### src/rtl/vector_mem_xfer.sv
// Vector load/store engine: moves NUM_ELEM words between a packed vector and a
// single-word memory port, one element per accepted request.
//
// Ports:
//   clk, rst_n           clock; synchronous active-low reset
//   start, is_store      request a transfer (sampled only in idle); 1 = store, 0 = load
//   base_addr            word address of element 0, sampled with start
//   vec_in               vector to store, sampled with start (element i at [16i+15:16i])
//   vec_out              last fully loaded vector, updated atomically
//   busy, done           not-idle flag; one-cycle completion pulse
//   mem_addr, mem_wdata  current request address / store data
//   mem_we, mem_re       write / read request strobes
//   mem_rdata, mem_ready read data; request accepted at this edge
module vector_mem_xfer #(
    parameter int unsigned NUM_ELEM = 16,
    parameter int unsigned ELEM_W   = 16
) (
    input  logic                       clk,
    input  logic                       rst_n,
    input  logic                       start,
    input  logic                       is_store,
    input  logic [15:0]                base_addr,
    input  logic [NUM_ELEM*ELEM_W-1:0] vec_in,
    output logic [NUM_ELEM*ELEM_W-1:0] vec_out,
    output logic                       busy,
    output logic                       done,
    output logic [15:0]                mem_addr,
    output logic [ELEM_W-1:0]          mem_wdata,
    output logic                       mem_we,
    output logic                       mem_re,
    input  logic [ELEM_W-1:0]          mem_rdata,
    input  logic                       mem_ready
);

    localparam int unsigned IdxW = $clog2(NUM_ELEM);
    // One extra bit so the counter can hold NUM_ELEM after the final accept.
    localparam int unsigned CntW = IdxW + 1;

    typedef enum logic [1:0] {StIdle, StLoad, StStore, StDone} state_e;

    state_e                               state_q, state_d;
    logic [CntW-1:0]                      count_q, count_d;
    logic [15:0]                          base_q, base_d;
    logic [NUM_ELEM-1:0][ELEM_W-1:0]      store_q, store_d;
    logic [NUM_ELEM-1:0][ELEM_W-1:0]      shadow_q, shadow_d;
    logic [NUM_ELEM-1:0][ELEM_W-1:0]      vec_out_q, vec_out_d;

    logic [IdxW-1:0] idx;
    logic [15:0]     cur_addr;
    logic            last_elem;

    assign idx       = count_q[IdxW-1:0];
    assign cur_addr  = base_q + {{(16-CntW){1'b0}}, count_q};
    assign last_elem = (count_q == CntW'(NUM_ELEM - 1));
    assign vec_out   = vec_out_q;

    always_comb begin
        state_d   = state_q;
        count_d   = count_q;
        base_d    = base_q;
        store_d   = store_q;
        shadow_d  = shadow_q;
        vec_out_d = vec_out_q;
        busy      = (state_q != StIdle);
        done      = 1'b0;
        mem_we    = 1'b0;
        mem_re    = 1'b0;
        mem_addr  = '0;
        mem_wdata = '0;

        unique case (state_q)
            StIdle: begin
                if (start) begin
                    base_d  = base_addr;
                    store_d = vec_in;
                    count_d = '0;
                    state_d = is_store ? StStore : StLoad;
                end
            end
            StLoad: begin
                mem_re   = 1'b1;
                mem_addr = cur_addr;
                if (mem_ready) begin
                    shadow_d[idx] = mem_rdata;
                    count_d       = count_q + 1'b1;
                    if (last_elem) begin
                        // Publish including the element landing this edge.
                        vec_out_d = shadow_d;
                        state_d   = StDone;
                    end
                end
            end
            StStore: begin
                mem_we    = 1'b1;
                mem_addr  = cur_addr;
                mem_wdata = store_q[idx];
                if (mem_ready) begin
                    count_d = count_q + 1'b1;
                    if (last_elem) begin
                        state_d = StDone;
                    end
                end
            end
            StDone: begin
                done    = 1'b1;
                state_d = StIdle;
            end
            default: state_d = StIdle;
        endcase
    end

    always_ff @(posedge clk) begin
        if (!rst_n) begin
            state_q   <= StIdle;
            count_q   <= '0;
            base_q    <= '0;
            store_q   <= '0;
            shadow_q  <= '0;
            vec_out_q <= '0;
        end else begin
            state_q   <= state_d;
            count_q   <= count_d;
            base_q    <= base_d;
            store_q   <= store_d;
            shadow_q  <= shadow_d;
            vec_out_q <= vec_out_d;
        end
    end

endmodule

### config.mk
export PLATFORM = sky130hd
export DESIGN_NAME = vector_mem_xfer
export DESIGN_NICKNAME = d
export VERILOG_FILES = /design/src/rtl/vector_mem_xfer.sv
export SDC_FILE = /design/constraint.sdc
export NUM_CORES = 2
export LEC_CHECK = 0
export ABC_CLOCK_PERIOD_IN_PS = 3100
export CELL_PAD_IN_SITES_DETAIL_PLACEMENT = 1
export CELL_PAD_IN_SITES_GLOBAL_PLACEMENT = 1
export CORE_ASPECT_RATIO = 0.9
export CORE_MARGIN = 3
export CORE_UTILIZATION = 40
export DETAILED_ROUTE_END_ITERATION = 7
export GPL_TIMING_DRIVEN = 0
export HOLD_SLACK_MARGIN = 0.05
export PLACE_DENSITY_LB_ADDON = 0.2
export SLEW_MARGIN = 20
export SYNTH_ARGS = -nofsm -noshare
export SYNTH_HDL_FRONTEND = slang
export SYNTH_SLANG_ARGS = --single-unit
### constraint.sdc
create_clock -name clk -period 3.1 [get_ports clk]
set_clock_uncertainty 0.05 [all_clocks]
set_input_delay 0.31 -clock clk [delete_from_list [all_inputs] [get_ports clk]]
set_output_delay 0.31 -clock clk [all_outputs]
set_load 0.05 [all_outputs]
==> metrics.cfg <==
[power_and_ir_drop]
p_leak_nw=19.2
power_density_nw_per_um2=590
ir_drop_uv=355

[run_status]
outcome=finished, violations left
violations=setup timing

[synth]
postSynthAreaPerCell_sq_um=8.70
synthCells=4009
synth_common_cells=1333 x nand2_1, 791 x dfxtp_1, 421 x a21boi_0
synth_top_area_cell=dfxtp_1
yosysMostFrequentCell=nand2_1
synth_area_leaders=dfxtp_1 45%, nand2_1 14%, a21boi_0 9.1%
syn_nets=4317
ys_ff_latch=791
mappedNetlistArea_sq_um=34900
ys_seq_area_share_pct=45.4
synth_edf_count=0
ys_warn_count=0
synth_top_area_share_pct=45.4
synth_ff_type=dfxtp_1
yosysUniqueCellTypes=46
synthArstFlopShare_pct=0

[timing]
worst_pin_slew_ns=1.26
slew_viol_final=0
setup_viol=5
finalWorstSetupSlack_ns=-0.128
fmax_mhz=310
maxSlewHeadroom_pct=15.8
hold_viol_final=0
rsz0062_at_grt=true
period_share_pct=104
min_period_ns=3.23

[clock_network]
cts.clk_slew.worst_paths_ns=0.06
cts_buffers=84
cts_max_level=3
clockBufferDepth=3
insertion_delay_ns=0.64
cts_tree=done
clock-sinks=791
root_buffer=clkbuf_16

[global_routing]
grt-ovfl-total=0
grt_use_total_pct=32.5
grt_max_degree=15
grt_first_pass_wirelength_um=218000
grt_pass1_vias=33100
antenna_found_initial=29

[critical_path]
max_stage_delay_ns=0.39
worstPathRequired_ns=2.74
startpoint_type=register
crit_fanout=6
timing.critical_path.cells=buf_12 -> buf_12 -> clkinvlp_4 -> fa_2 -> nand2b_4 -> a21oi_4 -> buf_6 -> o21ai_4 -> xor2_2 -> nor2_2 -> buf_6
crit_slowest_cell=dfxtp_4
endpoint_kind=output pin
critPathBufInv=5
crit_arrival_ns=2.87
critPathTopFamily=buffers and inverters
critPathKind=reg2out

[final_layout]
utilization_pct=52.8
design_area_sq_um=45500
drive_gt1_share_pct=10.5
syn_to_final_growth_pct=30.5
layout.nets=4998

[place]
hpwl_um=112000
placedInstanceArea_sq_um=42200
gp_congestion=0.905
numPortBuffers=583

[run]
maxCapViolCount=0

[worst_hold_path]
hold_path_class=in2reg

[route]
drcViolationCount=0
viasPerCell=5.55
wl_per_cell_um=25.7
drtIter0Drc=2728
drt-total-wl_um=152000
drtAntennaViolNets=0
num_vias=32800
firstDrtPassIters=5

[die]
chipHeight_um=286
core_sq_um=86300
ios=585
die_w_um=317
die_area_sq_um=90800
num_rows=102
start_util_pct=40.4

-- final cells by class --
cell class	instances	area [sq um]
diodes	19	47.5
plain buffers	381	2040
clock buffers	120	2510
clock inverters	29	314
fillers	10100	40800
inverters	12	48.8
multi-input cells	2820	17400
flip-flops and latches	791	15800
well taps	1144	1430
repair buffers	600	5910
-- cell families (layout without fill, tap and decap cells) --
family          count (synthesis)  after routing  share of synthesized area, %
simple gates                 1708           1708                          20.2
compound gates                859            859                          20.3
flops                         791            791                          45.4
buf+inv                       398           1142                          5.61
mux                           225            225                          7.60
fa+ha+maj                      15             15                         0.559
xor+xnor                       13             13                         0.326
other cells                     0             19                             0
-- stage by stage --
stage	setup TNS, ns	hold slack, ns	power [mW]	std cells	worst slack [ns]
floorplan	-0.231	0.384	14.2	4009	-0.231
global route	-1.07	0.173	27.8	5910	-0.246
detailed placement	-82.88	0.395	16.4	5737	-1.47
finish	-0.449	0.180	26.8	5916	-0.128
CTS	-0.852	0.147	26.9	5896	-0.213
global placement	-79.14	0.390	16.3	5736	-1.38
-- per-layer routing --
| metal | share of wire (%) | track usage (%) | wire length [um] |
|---|---|---|---|
| met2 | 45 | 51.0 | 68600 |
| met5 | 0.040 | 0 | 61 |
| met1 | 43 | 43.7 | 64900 |
| met3 | 8.2 | 6.74 | 12400 |
| met4 | 4.1 | 12.6 | 6180 |
-- registers in the layout, summed over array words and instances (netlist names) --
name	flops
shadow_q	256
store_q	256
count_q	5
base_q	16
state_q	2
vec_out	256
-- power by group --
group	internal, mW	switching [mW]	total (mW)
sequential	10.8	0.359	11.1
clock	6.11	4.32	10.4
combinational	1.75	3.55	5.31
total	18.6	8.23	26.8
-- what timing repair did --
action	CTS	global route
pin swaps	8	12
cloned	0	0
setup endpoints to repair	367	50
gates resized for setup	250	46
hold buffers	0	0
hold endpoints to repair	0	0
setup buffers	13	3
-- worst paths after layout --
| check | start | end | slack, ns | depth (start not counted) |
|---|---|---|---|---|
| hold / removal | vec_in[65] | store_q[65] | 0.18 | 3 |
| setup / recovery | count_q[1] | mem_addr[6] | -0.13 | 11 |
| setup reg to reg | count_q[0] | vec_out[65] | 0.12 | 11 |
| hold reg to reg | shadow_q[105] | shadow_q[105] | 0.40 | 2 |
-- cells in the final DEF, fill, tap and decap left out, types with 8 or more instances in the layout --
cell type        Yosys  final
clkinv_2             0     17
buf_4               39     74
inv_1               12     11
clkbuf_8             0     25
dfxtp_1            791    787
a22oi_1             32     31
buf_2              109     99
a21boi_1           108    108
ha_1                14      8
o211a_1            257    257
mux2i_1            193    193
and2_1               9      8
clkbuf_1           206    182
nand3_2              5     11
a21boi_0           421    421
clkbuf_4             0      8
buf_6               23     37
nand2_1           1333   1332
clkbuf_16            0     85
diode_2              0     19
clkbuf_2             5     30
nor2_1              24     17
nand3_1            281    275
clkdlybuf4s50_1      0    552
mux4_2              32     32
nand2_4              9      9
xor2_1              12     11
nor2_4              10     13
a32oi_1             17     12
-- worst min-delay path, cell delays in order --
cell and delay, ns:
clkdlybuf4s50_1 0.39, nand2_1 0.05, a21boi_0 0.06
Power figures use the tool's default switching activity.
